## src/rtl/rvfi_harness_pkg.sv

```systemverilog
// rvfi_harness_pkg: shared types and helpers for the RVFI memory harness.
// The request record is sized to the widest supported configuration; each
// module slices out the lanes it was parameterised for.
package rvfi_harness_pkg;

  localparam int MAX_ADDR_W = 64;
  localparam int MAX_DATA_W = 64;
  localparam int MAX_MASK_W = MAX_DATA_W / 8;

  typedef enum logic [1:0] {
    IDLE = 2'd0,
    WAIT = 2'd1,
    RESP = 2'd2
  } state_t;

  typedef struct packed {
    logic [MAX_ADDR_W-1:0] addr;
    logic [MAX_MASK_W-1:0] rmask;
    logic [MAX_MASK_W-1:0] wmask;
    logic [MAX_DATA_W-1:0] wdata;
  } mem_req_t;

  // Expand a byte-lane mask into a bit mask (one byte of ones per set lane).
  function automatic logic [MAX_DATA_W-1:0] lane_mask(input logic [MAX_MASK_W-1:0] byte_mask);
    logic [MAX_DATA_W-1:0] bits;
    bits = '0;
    for (int i = 0; i < MAX_MASK_W; i++) begin
      bits[i*8 +: 8] = {8{byte_mask[i]}};
    end
    return bits;
  endfunction

endpackage

```

## src/rtl/rvfi_mem_store.sv

```systemverilog
// rvfi_mem_store: DEPTH-word byte-writable flop array backing the harness.
// Only instantiated when RVFI_MEM_BACKING_EN is defined. Read is
// combinational from the addressed word; writes merge the enabled lanes.
module rvfi_mem_store
  import rvfi_harness_pkg::*;
#(
  parameter int DATA_W = 32,
  parameter int DEPTH  = 16,
  localparam int MASK_W = DATA_W / 8,
  localparam int IDX_W  = $clog2(DEPTH)
) (
  input  logic              clock,
  input  logic              reset,
  input  logic              we,
  input  logic [IDX_W-1:0]  idx,
  input  logic [MASK_W-1:0] wmask,
  input  logic [DATA_W-1:0] wdata,
  output logic [DATA_W-1:0] rdata
);

  logic [DATA_W-1:0]     mem [DEPTH];
  logic [MAX_DATA_W-1:0] wbits_full;
  logic [DATA_W-1:0]     wbits;
  logic                  unused_bits;

  assign wbits_full  = lane_mask(MAX_MASK_W'(wmask));
  assign wbits       = wbits_full[DATA_W-1:0];
  assign unused_bits = ^wbits_full;
  assign rdata       = mem[idx];

  // Clear every word on reset, otherwise merge the enabled write lanes
  always_ff @(posedge clock) begin
    if (reset) begin
      for (int i = 0; i < DEPTH; i++) begin
        mem[i] <= '0;
      end
    end else if (we) begin
      mem[idx] <= (mem[idx] & ~wbits) | (wdata & wbits);
    end
  end

endmodule

```

## src/rtl/rvfi_mem_harness.sv

```systemverilog
// rvfi_mem_harness: valid/ready memory model for the RVFI harness.
// Each accepted request waits min(rnd_wait, MAX_WAIT) cycles, then issues a
// one-cycle response. Define RVFI_MEM_BACKING_EN to back it with a word store;
// without it writes are dropped and reads return rnd_data under the read mask.
module rvfi_mem_harness
  import rvfi_harness_pkg::*;
#(
  parameter int ADDR_W   = 32,
  parameter int DATA_W   = 32,
  parameter int MAX_WAIT = 3,
  parameter int DEPTH    = 16,
  localparam int MASK_W  = DATA_W / 8,
  localparam int WAIT_W  = (MAX_WAIT > 0) ? $clog2(MAX_WAIT + 1) : 1
) (
  input  logic              clock,
  input  logic              reset,
  input  logic              req_valid,
  output logic              req_ready,
  input  logic [ADDR_W-1:0] req_addr,
  input  logic [MASK_W-1:0] req_rmask,
  input  logic [MASK_W-1:0] req_wmask,
  input  logic [DATA_W-1:0] req_wdata,
  input  logic [WAIT_W-1:0] rnd_wait,
  input  logic [DATA_W-1:0] rnd_data,
  output logic              rsp_valid,
  output logic [DATA_W-1:0] rsp_rdata,
  output logic              rsp_err
);

  state_t                state;
  state_t                next_state;
  logic [WAIT_W-1:0]     cnt;
  logic [WAIT_W-1:0]     next_cnt;
  logic                  accept;
  mem_req_t              req;
  logic                  is_err;
  logic [MAX_DATA_W-1:0] rmask_bits;
  logic [DATA_W-1:0]     read_word;
  logic                  unused_bits;

  assign is_err     = (|req.rmask) && (|req.wmask);
  assign rmask_bits = lane_mask(req.rmask);

`ifdef RVFI_MEM_BACKING_EN
  localparam int IDX_W = $clog2(DEPTH);

  logic              store_we;
  logic [DATA_W-1:0] store_rdata;

  // A conflicting request never touches the store; the write lands on the RESP edge.
  assign store_we  = (state == RESP) && !is_err && (|req.wmask);
  assign read_word = store_rdata;

  rvfi_mem_store #(
    .DATA_W (DATA_W),
    .DEPTH  (DEPTH)
  ) u_store (
    .clock (clock),
    .reset (reset),
    .we    (store_we),
    .idx   (req.addr[IDX_W+1:2]),
    .wmask (req.wmask[MASK_W-1:0]),
    .wdata (req.wdata[DATA_W-1:0]),
    .rdata (store_rdata)
  );
`else
  assign read_word = rnd_data;
`endif

  assign unused_bits = ^{req, rmask_bits, rnd_data, DEPTH == 0};

  // Next-state, wait counter and accept decode
  always_comb begin
    next_state = state;
    next_cnt   = cnt;
    accept     = 1'b0;
    case (state)
      IDLE: begin
        if (req_valid) begin
          accept = 1'b1;
          if (int'(rnd_wait) > MAX_WAIT) begin
            next_cnt = WAIT_W'(MAX_WAIT);
          end else begin
            next_cnt = rnd_wait;
          end
          if (next_cnt == WAIT_W'(0)) begin
            next_state = RESP;
          end else begin
            next_state = WAIT;
          end
        end else begin
          next_state = IDLE;
        end
      end
      WAIT: begin
        next_cnt = cnt - WAIT_W'(1);
        if (cnt == WAIT_W'(1)) begin
          next_state = RESP;
        end else begin
          next_state = WAIT;
        end
      end
      RESP: begin
        next_state = IDLE;
      end
      default: begin
        next_state = IDLE;
        next_cnt   = WAIT_W'(0);
      end
    endcase
  end

  // State, counter and captured request; reset wins over a same-cycle request
  always_ff @(posedge clock) begin
    if (reset) begin
      state <= IDLE;
      cnt   <= WAIT_W'(0);
      req   <= '0;
    end else begin
      state <= next_state;
      cnt   <= next_cnt;
      if (accept) begin
        req <= '{addr:  MAX_ADDR_W'(req_addr),
                 rmask: MAX_MASK_W'(req_rmask),
                 wmask: MAX_MASK_W'(req_wmask),
                 wdata: MAX_DATA_W'(req_wdata)};
      end
    end
  end

  // Response decode from the state register; data and error are zero outside the strobe
  always_comb begin
    req_ready = (state == IDLE);
    rsp_valid = (state == RESP) && !reset;
    rsp_err   = rsp_valid && is_err;
    if (rsp_valid && !is_err) begin
      rsp_rdata = read_word & rmask_bits[DATA_W-1:0];
    end else begin
      rsp_rdata = '0;
    end
  end

endmodule
```

## config.mk

```make
export PLATFORM = sky130hd
export DESIGN_NAME = rvfi_mem_harness
export DESIGN_NICKNAME = d
export VERILOG_FILES = /design/src/rtl/rvfi_harness_pkg.sv /design/src/rtl/rvfi_mem_store.sv /design/src/rtl/rvfi_mem_harness.sv
export SDC_FILE = /design/constraint.sdc
export NUM_CORES = 1
export LEC_CHECK = 0
export CORE_MARGIN = 10
export CORE_UTILIZATION = 21
export DETAILED_ROUTE_END_ITERATION = 12
export MAX_ROUTING_LAYER = met4
export PLACE_DENSITY = 0.77
export SETUP_SLACK_MARGIN = 0.05
export SLEW_MARGIN = 20
export SYNTH_ARGS = -nofsm -noshare
export SYNTH_HDL_FRONTEND = slang
export SYNTH_SLANG_ARGS = --single-unit
```

## constraint.sdc

```tcl
create_clock -name clock -period 2.06 [get_ports clock]
set_input_delay 0.309 -clock clock [delete_from_list [all_inputs] [get_ports clock]]
set_output_delay 0.309 -clock clock [all_outputs]
set_load 0.005 [all_outputs]
```

==> results.json, run 1 <==
{
  "status": "finished, violations left",
  "violations": "negative setup slack",
  "finalNetCount": 307,
  "cts_made_buffers": 3,
  "crit_required_ns": 1.75,
  "core_area_sq_mm": 0.00374,
  "cp-start-kind": "flip-flop",
  "grt_max_degree": 13,
  "fp.dieW_um": 82.7,
  "timing.setup.tns_ns": -1.13,
  "grt-ovfl-total": 0,
  "clock_latency_ns": 0.24,
  "gp_congestion": 0.788,
  "hp-class": "reg -> reg",
  "yosysUniqueCellTypes": 24,
  "report.final.slew_viol_count": 0,
  "cts_root_buf": "clkbuf_8",
  "pin_count": 144,
  "worst_path_most_repeated_cell": "buf_6",
  "drive_gt1_share_pct": 44.4,
  "die_area_sq_mm": 0.00684,
  "post-dp-hpwl_um": 2760,
  "drt_iter0_drc": 33,
  "routed_wirelength_um": 3550,
  "initial_core_util_pct": 22.1,
  "endpoint_kind": "primary output",
  "busiest_layer": "met2",
  "timing.final.ws_setup_ns": -0.100,
  "layout_common_cells": "45 x clkdlybuf4s50_1, 36 x buf_6, 23 x and2_4",
  "power_density_mw_per_mm2": 371,
  "arrival_ns": 1.85,
  "die_y_um": 82.7,
  "tritoncts": "yes",
  "vias_per_cell": 4.16,
  "slew_headroom_pct": 81.6,
  "grtUsageMet2_pct": 17.3,
  "cp_max_fo": 5,
  "use_met3_pct": 2.16,
  "setup_viol": 21,
  "period_minus_slack_ns": 2.16,
  "rows": 22,
  "postSynthCellCount": 97,
  "portBuffers": 79,
  "slowest_delay_ns": 0.62,
  "num_antenna_cells": 0,
  "cp_slowest_cell": "or4_4",
  "maxCapViolations": 0,
  "clock_skew_ns": 0.00114,
  "ys_seq_area_share_pct": 29.1,
  "placed_cell_area_sq_mm": 0.00170,
  "yosys_warnings": 0,
  "grt_pass1_vias": 981,
  "area_growth_pct": 136,
  "fin_area_sq_mm": 0.00195,
  "crit_type": "reg -> out",
  "grt_pass1_wl_um": 4950,
  "worst_slew_pin_slew_ns": 0.272,
  "rsz0062_at_grt": "yes",
  "netlist_area_sq_um": 826,
  "ys_ff_latch": 12,
  "hold_buffers": 0,
  "h-tree-depth": 1,
  "avgRoutedWirePerCell_um": 14.6,
  "fmax_ghz": 0.463,
  "synthesis.nets": 207,
  "remaining_drc_errors": 0,
  "clockBufferDepth": 2,
  "syn_area_per_cell_sq_um": 8.51,
  "clk_pin_slew_worst_paths_ns": 0.05,
  "vias": 1016,
  "layout_commonest_cell": "clkdlybuf4s50_1",
  "clock-sinks": 12,
  "finalHoldViolCount": 0,
  "dr.pass1.iters": 4,
  "final_core_utilization_pct": 52.0,
  "grt_util_met1_pct": 9.96,
  "power_mw": 0.722,
  "grt_use_total_pct": 9.33,
  "post-route-period-util_pct": 105,
  "antenna_found_initial": 0,
  "ant_nets": 0,
  "path_cells": "or4_4, nor3_4, buf_6, buf_6, and2_4, buf_6",
  "ir_drop_v": 0.000399,
  "place_ws_ns": -0.502,
  "power.leakage_nw": 0.912
}
logic make-up after synthesis:
group                      synth area share, %
muxes                                     12.3
AOI/OAI and AO/OA                         5.30
buffers and inverters                     6.21
and+or+nand+nor                           45.6
DFF                                       29.1
adders and majority gates                 1.51
registers in the layout (all words and copies together), names as in the netlist:
register	cells
cnt	2
state	2
req	8
power by group:
part	internal (mW)	total, mW	leakage (nW)	switching [mW]
combinational	0.130	0.207	0.784	0.0762
sequential	0.252	0.263	0.0993	0.0114
clock	0.169	0.252	0.0288	0.0834
synth_stat cells:
cell type,instances,area (sq um)
a21o_1,1,7.51
a21oi_1,1,5.00
a2bb2oi_1,1,8.76
a32oi_1,1,8.76
and2_1,32,200
buf_2,2,10.0
buf_6,1,11.3
clkbuf_1,1,3.75
dfxtp_1,12,240
ha_1,1,12.5
inv_1,7,26.3
mux2_2,1,11.3
mux2i_1,9,90.1
nor2_1,12,45.0
nor2b_1,1,6.26
nor3_1,3,15.0
nor3_4,4,65.1
nor3b_1,1,7.51
nor4b_1,1,8.76
o21ai_0,1,5.00
o41ai_1,1,8.76
or3b_1,1,8.76
or3b_2,1,8.76
or4_4,1,11.3
cell type report:
cell class                      count  area (sq um)
Multi-Input combinational cell     74           592
Fill cell                         340          1800
Clock buffer                        4          55.1
Inverter                            7          26.3
Tap cell                           48          60.1
Timing Repair Buffer               99           971
Sequential cell                    12           241
final timing paths:
check | end | start | slack, ns | cells past startpoint
max | rsp_rdata[6] | req[65] | -0.10 | 6
min | req[65] | req[65] | 0.48 | 2
min reg2reg | req[65] | req[65] | 0.48 | 2
max reg2reg | req[72] | state[1] | 0.80 | 5
through the flow:
stage,hold slack (ns),std cells
5_1_grt,0.522,244
3_5_place_dp,0.485,226
4_1_cts,0.487,244
6_report,0.484,244
2_1_floorplan,0.385,97
3_3_place_gp,0.476,226
per-layer routing:
metal  routed length, um  share of wire (%)
met2                1960                 55
met3                 257                7.2
met5                   0                  0
met1                1340                 38
met4                   0                  0
critical path, delay by kind of cell, from the launching register on:
| kind | cells | cell delay [ns] |
|---|---|---|
| simple gates | 3 | 1.00 |
| flops | 1 | 0.31 |
| buf+inv | 3 | 0.30 |
what timing repair did:
action	CTS	global route
setup buffers	15	0
setup endpoints to repair	34	32
resized for setup	164	26
pin swaps	37	4
(Power assumes the default switching activity.)
==> run 2: changes to the inputs <==
--- a/config.mk
+++ b/config.mk
@@ -6,10 +6,10 @@
 export NUM_CORES = 1
 export LEC_CHECK = 0
 export CORE_MARGIN = 10
-export CORE_UTILIZATION = 21
+export CORE_UTILIZATION = 23
 export DETAILED_ROUTE_END_ITERATION = 12
 export MAX_ROUTING_LAYER = met4
-export PLACE_DENSITY = 0.77
+export PLACE_DENSITY = 0.84
 export SETUP_SLACK_MARGIN = 0.05
 export SLEW_MARGIN = 20
 export SYNTH_ARGS = -nofsm -noshare
==> constraint.sdc (replaced) <==
create_clock -name clock -period 2.5 [get_ports clock]
set_input_delay 0.375 -clock clock [delete_from_list [all_inputs] [get_ports clock]]
set_output_delay 0.375 -clock clock [all_outputs]
set_load 0.005 [all_outputs]
==> run 2 against run 1 <==
Net effect:
- the flow now finishes without violations
- clock power shrank 53%
- first-iteration DRC count shrank 97%
- global-route usage shrank 0.33 points
- total power down 31%
- largest power group unchanged
==> results.json, run 2 (synthesis results as in run 1) <==
{
  "pin_count": 144,
  "report.final.slew_viol_count": 0,
  "netSwitchingFraction_pct": 25.8,
  "drive_gt1_share_pct": 14.4,
  "arrival_ns": 1.94,
  "multi_input_area_sq_um": 534,
  "dr.pass1.iters": 2,
  "vias": 966,
  "crit_family": "simple AND/OR/NAND/NOR gates",
  "cp_max_fo": 5,
  "clock_latency_ns": 0.27,
  "clkPwrFrac_pct": 23.8,
  "clockBufferDepth": 2,
  "finalNetCount": 299,
  "post-dp-hpwl_um": 2630,
  "worst_path_most_repeated_cell": "buf_4",
  "ant_nets": 0,
  "final_core_utilization_pct": 50.4,
  "post-route-period-util_pct": 92.6,
  "cp_slowest_cell": "or4_4",
  "finalHoldViolCount": 0,
  "drt_iter0_drc": 1,
  "power_mw": 0.495,
  "avgRoutedWirePerCell_um": 12.8,
  "grt_use_total_pct": 9.01,
  "startpoint": "req[66]",
  "remaining_drc_errors": 0,
  "area_growth_pct": 108,
  "die_area_sq_mm": 0.00639,
  "crit_type": "reg -> out",
  "min_from": "reset",
  "power.leakage_nw": 0.865,
  "crit_required_ns": 2.12,
  "hp-class": "in -> reg",
  "rows": 21,
  "tritoncts": "yes",
  "share_comb_of_total_power_pct": 32.5,
  "routed_wirelength_um": 2980,
  "regArea_sq_um": 240,
  "power_density_mw_per_mm2": 287,
  "slew_headroom_pct": 80.7,
  "fp.dieW_um": 79.9,
  "endpoint_kind": "primary output",
  "maxCapViolations": 0,
  "cts_root_buf": "clkbuf_4",
  "path_buf_inv": 3,
  "clock-sinks": 12,
  "seq_power_share_pct": 43.8,
  "gp_congestion": 0.790,
  "portBuffers": 79,
  "period_minus_slack_ns": 2.31,
  "die_y_um": 79.9,
  "top_register": "req",
  "layout_common_cells": "46 x clkdlybuf4s50_1, 32 x and2_1, 25 x dlygate4sd2_1",
  "cp-start-kind": "flip-flop",
  "grt-ovfl-total": 0,
  "setup_viol": 0,
  "fillCellCount": 353,
  "hold_buffers": 0,
  "switchingPower_mw": 0.128,
  "clock_skew_ns": 0.00228,
  "vias_per_cell": 4.15,
  "antenna_found_initial": 0,
  "core_area_sq_mm": 0.00342,
  "initial_core_util_pct": 24.2,
  "r2r-start": "state[1]",
  "cts_made_buffers": 3,
  "ir_drop_v": 0.000313,
  "grt_pass1_wl_um": 4540,
  "reg.largest.list": "req (8), cnt (2), state (2)",
  "largest_reg_flops": 8,
  "h-tree-depth": 1,
  "grt_pass1_vias": 927,
  "path_cells": "or4_4, nor3_4, buf_4, buf_4, and2_1, clkdlybuf4s15_2",
  "num_antenna_cells": 0,
  "grt_max_degree": 13,
  "status": "complete, no violations",
  "p_int_mw": 0.367,
  "rsz0062_at_grt": "no",
  "fmax_ghz": 0.432,
  "layout_commonest_cell": "clkdlybuf4s50_1",
  "worst_slew_pin_slew_ns": 0.286,
  "clk_pin_slew_worst_paths_ns": 0.07,
  "slowest_delay_ns": 0.62
}
## run 2: worst register-to-register path, cell delays in order (launching register included)
cell	delay (ns)
dfxtp_1	0.31
buf_4	0.15
nor3b_1	0.20
buf_4	0.23
mux2i_1	0.21
nor2_1	0.05
## run 2: cell type report
type,instances,area share [%]
Clock buffer,3,1.31
Inverter,7,1.53
Timing Repair Buffer,91,48.8
Sequential cell,12,14.0
Multi-Input combinational cell,74,31.0
Tap cell,46,3.34
## run 2: power by group through the flow
stage / logic [mW] / clock network, mW / registers (mW)
2_1_floorplan: 0.0730 / 0 / 0.218
3_3_place_gp: 0.158 / 0 / 0.220
3_5_place_dp: 0.162 / 0 / 0.221
4_1_cts: 0.162 / 0.119 / 0.216
5_1_grt: 0.176 / 0.127 / 0.218
6_report: 0.161 / 0.118 / 0.217
## run 2: timing repair
| item | in CTS | in global routing |
|---|---|---|
| buffers inserted | 6 | 1 |
| setup endpoints to repair | 32 | 27 |
| pin swaps | 25 | 3 |
| resized for setup | 42 | 6 |
## run 2: through the flow
stage | instance area [sq um] | setup TNS [ns] | std cells | hold slack (ns) | setup WS [ns]
after floorplan | 826 | 0 | 97 | 0.451 | 0.799
after global placement | 1690 | -4.99 | 223 | 0.477 | -0.186
after detailed placement | 1690 | -5.07 | 223 | 0.493 | -0.181
after CTS | 1720 | -0.00876 | 232 | 0.509 | -0.00876
after global routing | 1720 | 0 | 233 | 0.502 | 0.0947
final | 1720 | 0 | 233 | 0.488 | 0.186
## run 2: final timing paths
check | endpoint | slack [ns] | depth (start not counted)
setup / recovery | rsp_rdata[1] | 0.19 | 6
hold / removal | req[72] | 0.49 | 3
setup reg to reg | req[74] | 1.25 | 5
hold reg to reg | req[65] | 0.50 | 2
## run 2: per-layer routing
| metal | up-vias | global-route usage (%) | share of wire [%] |
|---|---|---|---|
| met5 | - | - | 0 |
| met4 | 0 | 2.64 | 0.54 |
| met3 | 2 | 2.25 | 5.4 |
| met2 | 39 | 16.4 | 52 |
| met1 | 425 | 9.29 | 42 |
| li1 | 500 | - | - |
